==> src/rtl/fetch_decode_if.sv <==
// Signal bundle between the fetch/decode stage, instruction memory, branch resolution
// and the downstream register-file/ALU datapath.
interface fetch_decode_if;
  logic        imem_req_valid;
  logic        imem_req_ready;
  logic [31:0] imem_req_addr;
  logic        imem_resp_valid;
  logic [31:0] imem_resp_data;
  logic        redirect_valid;
  logic [31:0] redirect_pc;
  logic        dec_valid;
  logic        dec_ready;
  logic [31:0] pc_out;
  logic [6:0]  opcode;
  logic [4:0]  rd;
  logic [2:0]  func3;
  logic [4:0]  rs1;
  logic [4:0]  rs2;
  logic [6:0]  func7;
  logic [31:0] imm;
  logic        reg_write;
  logic        illegal;

  // Handshakes: a transfer happens on a rising edge where valid and ready are both 1;
  // valid never waits on ready, and the payload is held stable while valid=1 and ready=0.
  // imem_resp_valid has no ready: the stage always takes the word while it is waiting.
  modport master (
    output imem_req_valid, imem_req_addr,
    input  imem_req_ready, imem_resp_valid, imem_resp_data,
    input  redirect_valid, redirect_pc,
    output dec_valid, pc_out, opcode, rd, func3, rs1, rs2, func7, imm, reg_write, illegal,
    input  dec_ready
  );

  modport slave (
    input  imem_req_valid, imem_req_addr,
    output imem_req_ready, imem_resp_valid, imem_resp_data,
    output redirect_valid, redirect_pc,
    input  dec_valid, pc_out, opcode, rd, func3, rs1, rs2, func7, imm, reg_write, illegal,
    output dec_ready
  );
endinterface

==> src/rtl/fetch_decode.sv <==
// RV32I fetch and decode stage: one outstanding fetch, registered decode output,
// and PC redirect with squash of an in-flight fetch.
module fetch_decode #(
  parameter logic [31:0] RESET_PC = 32'h0000_0000
) (
  input  logic               clock,
  input  logic               reset,
  fetch_decode_if.master     bus,
  output logic [1:0]         dbg_state_o
);

  typedef enum logic [1:0] {S_REQ = 2'd0, S_WAIT = 2'd1, S_HOLD = 2'd2} state_t;

  state_t      state_q, state_d;
  logic [31:0] pc_q, pc_d;
  logic        drop_q, drop_d;
  logic        dec_valid_q, dec_valid_d;
  logic        capture;
  logic [31:0] redir_pc;

  logic [31:0] inst_q;
  logic [31:0] pc_out_q;
  logic [31:0] imm_q, imm_d;
  logic        reg_write_q, reg_write_d;
  logic        illegal_q, illegal_d;

  assign redir_pc = bus.redirect_pc & 32'hFFFF_FFFC;

  // Immediate / control decode straight off the returning memory word.
  logic [31:0] inst;
  logic [6:0]  op;
  assign inst = bus.imem_resp_data;
  assign op   = inst[6:0];

  always_comb begin
    imm_d       = 32'd0;
    reg_write_d = 1'b0;
    illegal_d   = 1'b0;
    case (op)
      7'b0010011, 7'b0000011, 7'b1100111: begin
        imm_d       = {{20{inst[31]}}, inst[31:20]};
        reg_write_d = 1'b1;
      end
      7'b0100011: imm_d = {{20{inst[31]}}, inst[31:25], inst[11:7]};
      7'b1100011: imm_d = {{19{inst[31]}}, inst[31], inst[7], inst[30:25], inst[11:8], 1'b0};
      7'b0110111, 7'b0010111: begin
        imm_d       = {inst[31:12], 12'd0};
        reg_write_d = 1'b1;
      end
      7'b1101111: begin
        imm_d       = {{11{inst[31]}}, inst[31], inst[19:12], inst[20], inst[30:21], 1'b0};
        reg_write_d = 1'b1;
      end
      7'b0110011: reg_write_d = 1'b1;
      default:    illegal_d   = 1'b1;
    endcase
    if (inst[11:7] == 5'd0) reg_write_d = 1'b0;
  end

  // Next-state logic; a redirect always wins over the normal flow of the current state.
  always_comb begin
    state_d     = state_q;
    pc_d        = pc_q;
    drop_d      = drop_q;
    dec_valid_d = dec_valid_q;
    capture     = 1'b0;
    case (state_q)
      S_REQ: begin
        if (bus.redirect_valid)      pc_d    = redir_pc;
        else if (bus.imem_req_ready) state_d = S_WAIT;
      end
      S_WAIT: begin
        if (bus.redirect_valid) begin
          pc_d = redir_pc;
          if (bus.imem_resp_valid) begin
            drop_d  = 1'b0;
            state_d = S_REQ;
          end else begin
            drop_d  = 1'b1;
          end
        end else if (bus.imem_resp_valid) begin
          if (drop_q) begin
            drop_d  = 1'b0;
            state_d = S_REQ;
          end else begin
            capture     = 1'b1;
            pc_d        = pc_q + 32'd4;
            dec_valid_d = 1'b1;
            state_d     = S_HOLD;
          end
        end
      end
      S_HOLD: begin
        if (bus.redirect_valid) begin
          pc_d        = redir_pc;
          dec_valid_d = 1'b0;
          state_d     = S_REQ;
        end else if (bus.dec_ready) begin
          dec_valid_d = 1'b0;
          state_d     = S_REQ;
        end
      end
      default: state_d = S_REQ;
    endcase
  end

  always_ff @(posedge clock) begin
    if (reset) begin
      state_q     <= S_REQ;
      pc_q        <= RESET_PC;
      drop_q      <= 1'b0;
      dec_valid_q <= 1'b0;
      inst_q      <= 32'd0;
      pc_out_q    <= 32'd0;
      imm_q       <= 32'd0;
      reg_write_q <= 1'b0;
      illegal_q   <= 1'b0;
    end else begin
      state_q     <= state_d;
      pc_q        <= pc_d;
      drop_q      <= drop_d;
      dec_valid_q <= dec_valid_d;
      if (capture) begin
        inst_q      <= inst;
        pc_out_q    <= pc_q;
        imm_q       <= imm_d;
        reg_write_q <= reg_write_d;
        illegal_q   <= illegal_d;
      end
    end
  end

  assign bus.imem_req_valid = (state_q == S_REQ) && !bus.redirect_valid && !reset;
  assign bus.imem_req_addr  = pc_q;
  assign bus.dec_valid      = dec_valid_q;
  assign bus.pc_out         = pc_out_q;
  assign bus.opcode         = inst_q[6:0];
  assign bus.rd             = inst_q[11:7];
  assign bus.func3          = inst_q[14:12];
  assign bus.rs1            = inst_q[19:15];
  assign bus.rs2            = inst_q[24:20];
  assign bus.func7          = inst_q[31:25];
  assign bus.imm            = imm_q;
  assign bus.reg_write      = reg_write_q;
  assign bus.illegal        = illegal_q;
  assign dbg_state_o        = state_q;

endmodule
==> src/flat_wrapper.sv <==
// flat-port wrapper written by rule: the top's interface ports become plain ports
module fetch_decode_flat 
#(
  parameter logic [31:0] RESET_PC = 32'h0000_0000
)
  (clock, reset, dbg_state_o, bus_imem_req_valid, bus_imem_req_addr, bus_imem_req_ready, bus_imem_resp_valid, bus_imem_resp_data, bus_redirect_valid, bus_redirect_pc, bus_dec_valid, bus_pc_out, bus_opcode, bus_rd, bus_func3, bus_rs1, bus_rs2, bus_func7, bus_imm, bus_reg_write, bus_illegal, bus_dec_ready);
  fetch_decode_if bus_i ();
  input  logic clock;
  input  logic reset;
  output logic [1:0] dbg_state_o;
  output wire logic [$bits(bus_i.imem_req_valid)-1:0] bus_imem_req_valid;
  output wire logic [$bits(bus_i.imem_req_addr)-1:0] bus_imem_req_addr;
  input wire logic [$bits(bus_i.imem_req_ready)-1:0] bus_imem_req_ready;
  input wire logic [$bits(bus_i.imem_resp_valid)-1:0] bus_imem_resp_valid;
  input wire logic [$bits(bus_i.imem_resp_data)-1:0] bus_imem_resp_data;
  input wire logic [$bits(bus_i.redirect_valid)-1:0] bus_redirect_valid;
  input wire logic [$bits(bus_i.redirect_pc)-1:0] bus_redirect_pc;
  output wire logic [$bits(bus_i.dec_valid)-1:0] bus_dec_valid;
  output wire logic [$bits(bus_i.pc_out)-1:0] bus_pc_out;
  output wire logic [$bits(bus_i.opcode)-1:0] bus_opcode;
  output wire logic [$bits(bus_i.rd)-1:0] bus_rd;
  output wire logic [$bits(bus_i.func3)-1:0] bus_func3;
  output wire logic [$bits(bus_i.rs1)-1:0] bus_rs1;
  output wire logic [$bits(bus_i.rs2)-1:0] bus_rs2;
  output wire logic [$bits(bus_i.func7)-1:0] bus_func7;
  output wire logic [$bits(bus_i.imm)-1:0] bus_imm;
  output wire logic [$bits(bus_i.reg_write)-1:0] bus_reg_write;
  output wire logic [$bits(bus_i.illegal)-1:0] bus_illegal;
  input wire logic [$bits(bus_i.dec_ready)-1:0] bus_dec_ready;
  assign bus_imem_req_valid = bus_i.imem_req_valid;
  assign bus_imem_req_addr = bus_i.imem_req_addr;
  assign bus_i.imem_req_ready = bus_imem_req_ready;
  assign bus_i.imem_resp_valid = bus_imem_resp_valid;
  assign bus_i.imem_resp_data = bus_imem_resp_data;
  assign bus_i.redirect_valid = bus_redirect_valid;
  assign bus_i.redirect_pc = bus_redirect_pc;
  assign bus_dec_valid = bus_i.dec_valid;
  assign bus_pc_out = bus_i.pc_out;
  assign bus_opcode = bus_i.opcode;
  assign bus_rd = bus_i.rd;
  assign bus_func3 = bus_i.func3;
  assign bus_rs1 = bus_i.rs1;
  assign bus_rs2 = bus_i.rs2;
  assign bus_func7 = bus_i.func7;
  assign bus_imm = bus_i.imm;
  assign bus_reg_write = bus_i.reg_write;
  assign bus_illegal = bus_i.illegal;
  assign bus_i.dec_ready = bus_dec_ready;
  fetch_decode #(.RESET_PC(RESET_PC)) u_core (.clock(clock), .reset(reset), .bus(bus_i), .dbg_state_o(dbg_state_o));
endmodule
==> config.mk <==
export PLATFORM = sky130hd
export DESIGN_NAME = fetch_decode_flat
export DESIGN_NICKNAME = d
export VERILOG_FILES = /design/src/rtl/fetch_decode_if.sv /design/src/rtl/fetch_decode.sv /design/src/flat_wrapper.sv
export SDC_FILE = /design/constraint.sdc
export NUM_CORES = 1
export LEC_CHECK = 0
export ABC_AREA = 0
export BUFFER_PORTS_ARGS = -buffer_cell sky130_fd_sc_hd__buf_2
export CORE_UTILIZATION = 40
export DETAILED_ROUTE_END_ITERATION = 10
export PLACE_DENSITY = 0.66
export REMOVE_ABC_BUFFERS = 1
export SKIP_LAST_GASP = 1
export SLEW_MARGIN = 25
export SYNTH_ARGS = -nofsm -noshare
export SYNTH_HDL_FRONTEND = slang
export SYNTH_SLANG_ARGS = --single-unit
==> constraint.sdc <==
create_clock -name clock -period 2.6 [get_ports clock]
set_input_delay 0.26 -clock clock [delete_from_list [all_inputs] [get_ports clock]]
set_output_delay 0.26 -clock clock [all_outputs]
set_load 0.02 [all_outputs]
==> results of run 1 <==
[where the power goes]
group	leakage [nW]	switching (mW)	internal (mW)
Sequential	1.05	0.0635	2.04
Combinational	1.84	0.282	0.158
Clock	0.271	0.946	1.36
[placed cells by master (no fill, tap or decap), drive strengths merged, types with 3 or more instances in the layout]
master and n:
buf 228, a22oi 15, a31oi 12, or4 9, a32oi 7, nor3 13, and2 7, nor4 9
clkbuf 19, a21oi 105, o211ai 8, and3 9, clkinv 5, clkinvlp 3, nand3 22, nor2 44
nand2 196, a32o 3, a311oi 3, a21boi 4, o21a 3, inv 11, dfxtp 130, and4 3
conb 4, nor2b 5, o31ai 5, or3 5, nand4 9, o21ai 41
[worst max-delay path, cell delays in order (launching register included)]
cell	delay [ns]
dfxtp_1	0.46
ha_1	0.25
nand3_2	0.18
nor4_1	0.52
nand2_1	0.16
or4_1	0.49
a31oi_1	0.16
[metal layers]
layer	vias to the layer above	global-route usage [%]	routed length, microns
li1	3090	-	-
met1	2833	31.4	8130
met2	293	39.2	8290
met3	25	7.43	1540
met4	0	8.46	303
met5	-	0	0
[sequential cells by signal (all words and copies together) (netlist names)]
signal / count
u_core.bus.imm: 32
u_core.bus.reg_write: 1
u_core.bus.illegal: 1
u_core.inst_q: 32
u_core.dbg_state_o: 2
u_core.bus.pc_out: 30
u_core.bus.dec_valid: 1
u_core.bus.imem_req_addr: 30
u_core.drop_q: 1
[logic make-up after synthesis]
kind of cell,count (synthesis)
muxes,2
other,1
AOI/OAI and AO/OA,223
and+or+nand+nor,340
buffers and inverters,70
adders and majority gates,1
DFF,130
[final timing paths]
check / from / slack [ns] / endpoint
setup reg to reg: u_core.bus.imem_req_addr[2] / 0.30 / u_core.bus.imem_req_addr[26]
hold reg to reg: u_core.bus.imm[3] / 0.45 / u_core.bus.imm[3]
setup / recovery: u_core.bus.imem_req_addr[2] / 0.30 / u_core.bus.imem_req_addr[26]
hold / removal: bus_imem_resp_data[17] / 0.09 / u_core.inst_q[17]
[per-stage QoR]
step | power, mW | utilization, % | cell area, sq um | cells | hold slack [ns]
4_1_cts | 4.89 | 54.1 | 7600 | 1147 | 0.0767
2_1_floorplan | 2.34 | - | 5560 | 707 | 0.329
6_report | 4.84 | 54.1 | 7600 | 1147 | 0.0900
5_1_grt | 5.03 | 54.1 | 7600 | 1147 | 0.0781
3_3_place_gp | 2.58 | 50.0 | 7030 | 1115 | 0.430
3_5_place_dp | 2.58 | 50.0 | 7030 | 1115 | 0.440
[layout make-up]
type	instances	area [sq um]	area share, %
Multi-Input combinational cell	570	2950	38.9
Sequential cell	130	2600	34.3
Timing Repair Buffer	228	1220	16.1
Clock buffer	19	443	5.83
Tap cell	180	225	2.96
Clock inverter	13	128	1.68
Inverter	7	26.3	0.346
==> metrics.md, run 1 <==
| Metric | Value |
|---|---|
| Status | finished, final reports clean |
| Worst Path Arrival | 2.64 ns |
| Vias per cell | 5.44 |
| GR Overflow Total | 0 |
| Multiplexer share of the synthesized area | 0.366% |
| Drt pass-1 iters | 5 |
| Final hold vios | 0 |
| # diodes | 0 |
| Root Buffer | clkbuf_16 |
| Setup violators final | 0 |
| Initial core utilization | between 40% and 50% |
| Routability congestion estimate | 0.925 |
| Clock sink total | 130 |
| Yosys top cell by area | dfxtp_1 |
| Reg2reg path depth | 6 |
| Worst Skew | slightly below 0.01 ns |
| Mapped Cells | 767 |
| Top-count cell post-synth | nand2_1 |
| Post-Synth Simple-Gate Area | 26.6% |
| Largest family of logic cells by synthesized area | simple AND/OR/NAND/NOR gates |
| CP Capture Type | flip-flop |
| CTS Buf Count | 17 |
| Sequential fraction of the synthesis area | 44.8% |
| Share of the synthesized area in the top cell type | 44.8% |
| Detail Placement HPWL | 12900 microns |
| Area growth syn-to-layout | 30.7% |
| Worst-path clk slew | 0.06 ns |
| Hold buffers post-CTS | 0 |
| Startpoint types | flip-flop |
| Setup repair bufs after CTS | 0 |
| CP required | ~2.9 ns |
| Number of synthesized flops with an enable pin | 0 |
| Largest net degree at the start of global routing | 49 |
| Flops & latches, synth | 130 |
| CP Class | reg -> reg |
| Pins over their slew limit | 0 |
| Layout cell share with drive strength beyond 1 | 27.8% |
| Synth Area in XOR/XNOR | 0% |
| IO Count | 204 |
| Max_slew headroom | between 50% and 60% |
| CTS tree | built |
| Crit share post-route | 88.5% |
| H-tree Lvls | 4 |
| Most instantiated cells after synthesis | nand2_1 (196), dfxtp_1 (130), a21oi_1 (105), clkbuf_1 (47), nor2_1 (44) |
| Highest Clock Rate | 0.434 GHz |
| Pleak | 3.17 nW |
| Average routed wire per standard cell | 15.9 microns |
| DRC errors left | 0 |
| Clock Tree Buf Depth | 2 |
| Vias in the first global route | between 5000 and 6000 |
| Fill cells | 1413 |
| Max VDD drop | 0.388 mV |
| Synth top area cells | dfxtp_1 (45%), nand2_1 (13%), a21oi_1 (9.0%), o21ai_0 (3.5%), clkbuf_1 (3.0%) |
| Final WS setup | 0.298 ns |
| Area of the core | 14000 sq um |
| Yosys warns | 0 |
| Die H | 123 microns |
| Ys async rst share | 0% |
| CP Max Fanout | 9 |
| Syn Std Cell Area | between 5000 and 6000 sq um |
| Final layout net count | 1025 |
| GRT Resource Usage Total | 24.6% |
| Worst Hold Class | in -> reg |
| DR vias | around 6200 |
| Setup TNS | 0 ns |
| Worst-Skew Late Latency | 0.42 ns |
| Min-Delay Path Depth | 3 |
| DP Worst Slack | around 0.36 ns |
| Distinct cells, synth | 55 |
| Pwr dens | 637 nW/um^2 |
| Mean post-synth cell area | 7.58 sq um |
| Post-Synth Adder-Cell Area | 0.215% |
| Final WL | around 18000 microns |
| Synth Flop Type | dfxtp_1 |
| Die X | 123 microns |
| Die area | approximately 15000 sq um |
| DRT iter0 DRCs | 471 |
| First-pass GRT wire length | 28600 microns |
| Initial antenna violation count | 0 |
| PostCTS Resize Cnt | 0 |
| Max_cap viols | 0 |
| Tightest Pin Transition | 0.682 ns |
| Fraction of the mapped netlist area in compound gates | 23.0% |
| Antenna viol nets, final | 0 |
| Core Rows | between 40 and 50 |
| Unrepaired setup endpoints after global routing | no |
| I/O Buffers | 197 |
| Final min period | about 2.3 ns |
(Power assumes the default switching activity.)
==> run 2, diff against run 1 <==
--- a/config.mk
+++ b/config.mk
@@ -9,6 +9,7 @@
 export BUFFER_PORTS_ARGS = -buffer_cell sky130_fd_sc_hd__buf_2
 export CORE_UTILIZATION = 40
 export DETAILED_ROUTE_END_ITERATION = 10
+export HOLD_SLACK_MARGIN = 0.1
 export PLACE_DENSITY = 0.66
 export REMOVE_ABC_BUFFERS = 1
 export SKIP_LAST_GASP = 1
==> run 2 against run 1 <==
Compared with the run above:
- global-route usage grew 0.34 points
- design area is 2.8% higher
- clock power barely moved
- largest power group unchanged
- highest routed layer unchanged
- flip-flop and latch count unchanged
- combinational power is 5.7% higher
- core utilization increased by 1.5 points
- total power is 0.56% higher
- die area unchanged
- sequential share of layout area decreased by 0.92 points
- sequential power barely moved
- register-to-register slack about the same
==> metrics.md, run 2 (synthesized netlist as in run 1, its figures left out) <==
| Metric | Value |
|---|---|
| Family with the most delay on the worst path | simple AND/OR/NAND/NOR gates (unchanged) |
| Startpoint types | flip-flop (unchanged) |
| Worst-Skew Late Latency | 0.42 ns (about the same) |
| # diodes | 0 (unchanged) |
| CP Max Fanout | 9 (unchanged) |
| Final WL | 18500 microns (was 18300 microns) |
| CP Capture Type | flip-flop (unchanged) |
| I/O Buffers | 197 (unchanged) |
| DRT iter0 DRCs | 518 (was 471) |
| Max_cap viols | 0 (unchanged) |
| Drt pass-1 iters | 5 (unchanged) |
| Tightest Pin Transition | 0.676 ns (was 0.682 ns) |
| Layout cell share with drive strength beyond 1 | 27.2% (was 27.8%) |
| Worst Path Arrival | 2.63 ns (was 2.64 ns) |
| PostCTS Resize Cnt | 0 (unchanged) |
| Max_slew headroom | 55.0% (was 54.5%) |
| Fill cells | 1390 (was 1413) |
| Pins over their slew limit | 0 (unchanged) |
| H-tree Lvls | 4 (unchanged) |
| Crit path buffers/inverters | 0 (unchanged) |
| Die X | 123 microns (unchanged) |
| Core Rows | 43 (unchanged) |
| Worst Skew | 0.00929 ns (was 0.00971 ns) |
| Highest Clock Rate | 0.437 GHz (was 0.434 GHz) |
| Initial antenna violation count | 0 (unchanged) |
| Area growth syn-to-layout | 34.3% (was 30.7%) |
| GR Overflow Total | 0 (unchanged) |
| Initial core utilization | 41.4% (unchanged) |
| Vias per cell | 5.42 (was 5.44) |
| Post-Place Cells | 1115 (unchanged) |
| Routability congestion estimate | 0.925 (unchanged) |
| Worst-path clk slew | 0.06 ns (about the same) |
| Vias in the first global route | 5709 (was 5576) |
| First-pass GRT wire length | 29000 microns (was 28600 microns) |
| Pleak | 3.25 nW (was 3.17 nW) |
| Final hold vios | 0 (unchanged) |
| Detail Placement HPWL | 12900 microns (unchanged) |
| Average routed wire per standard cell | 15.9 microns (about the same) |
| GRT Resource Usage Total | 24.9% (was 24.6%) |
| Final layout net count | 1046 (was 1025) |
| Root Buffer | clkbuf_16 (unchanged) |
| Most frequent cells in the layout | nand2_1 (196), buf_2 (196), dfxtp_1 (130) (unchanged) |
| Final min period | 2.29 ns (was 2.30 ns) |
| CP Class | reg -> reg (unchanged) |
| CTS tree | built (unchanged) |
| Die H | 123 microns (unchanged) |
| Status | finished, final reports clean (unchanged) |
| Pwr dens | 624 nW/um^2 (was 637 nW/um^2) |
| Crit share post-route | 88.0% (was 88.5%) |
| Area of the core | 14000 sq um (unchanged) |
| Setup violators final | 0 (unchanged) |
| IO Count | 204 (unchanged) |
| Hold buffers post-CTS | 21 (was 0) |
| Worst-path cell chain | ha_1 -> nand3_2 -> nor4_1 -> nand2_1 -> or4_1 -> a31oi_1 (unchanged) |
| Worst Hold Class | in -> reg (unchanged) |
| Post-layout util | 55.6% (was 54.1%) |
| Clock Tree Buf Depth | 2 (unchanged) |
| Clock sink total | 130 (unchanged) |
| Max VDD drop | 0.392 mV (was 0.388 mV) |
| Die area | 15000 sq um (unchanged) |
| Critical Path Max Stage Delay | 0.51 ns (was 0.52 ns) |
| Largest net degree at the start of global routing | 49 (unchanged) |
| Antenna viol nets, final | 0 (unchanged) |
| Unrepaired setup endpoints after global routing | no (unchanged) |
| DR vias | 6329 (was 6241) |
| Setup repair bufs after CTS | 0 (unchanged) |
| Non-Filler Instances | 1168 (was 1147) |
| DRC errors left | 0 (unchanged) |
| CP max stage cell | nor4_1 (unchanged) |
| CP required | 2.94 ns (about the same) |
| CTS Buf Count | 17 (unchanged) |
-- run 2: per-layer routing --
layer	GRT usage, %	share of wire (%)	up-vias
met1	31.5	45	2896
met4	8.23	1.6	0
met3	7.48	8.1	20
met2	40.3	46	284
li1	-	-	3129
met5	0	0	-
-- run 2: worst reg2reg max path, cell delays in order, from the launching register on --
cell	delay (ns)
dfxtp_1	0.46
ha_1	0.25
nand3_2	0.18
nor4_1	0.51
nand2_1	0.16
or4_1	0.49
a31oi_1	0.16
-- run 2: path summary, 6_finish.rpt --
check / to / cells after the start / startpoint / slack [ns]
worst max-delay path: u_core.bus.imem_req_addr[26] / 6 / u_core.bus.imem_req_addr[2] / 0.31
worst min-delay path: u_core.inst_q[8] / 3 / bus_imem_resp_data[8] / 0.12
worst max register to register: u_core.bus.imem_req_addr[26] / 6 / u_core.bus.imem_req_addr[2] / 0.31
worst min register to register: u_core.bus.imm[3] / 2 / u_core.bus.imm[3] / 0.45
-- run 2: final cells by class --
cell class	instances	area [sq um]	area share, %
repair buffers	249	1430	18.3
multi-input cells	570	2950	37.8
clock buffers	19	443	5.67
clock inverters	13	128	1.63
inverters	7	26.3	0.336
flip-flops and latches	130	2600	33.3
well taps	180	225	2.88
-- run 2: power breakdown --
part,total (mW),leakage [nW],switching (mW),internal (mW)
Sequential,2.10,1.05,0.0633,2.04
Clock,2.30,0.271,0.948,1.36
Combinational,0.465,1.93,0.287,0.178
-- run 2: through the flow --
stage | hold WS, ns | setup TNS, ns | worst slack [ns] | total power, mW | cell area, sq um
floorplan | 0.329 | -130.06 | -1.62 | 2.34 | 5560
global placement | 0.430 | 0 | 0.431 | 2.58 | 7030
detailed placement | 0.440 | 0 | 0.355 | 2.58 | 7030
CTS | 0.103 | 0 | 0.332 | 4.91 | 7810
global route | 0.102 | 0 | 0.0542 | 5.05 | 7810
finish | 0.115 | 0 | 0.312 | 4.87 | 7810
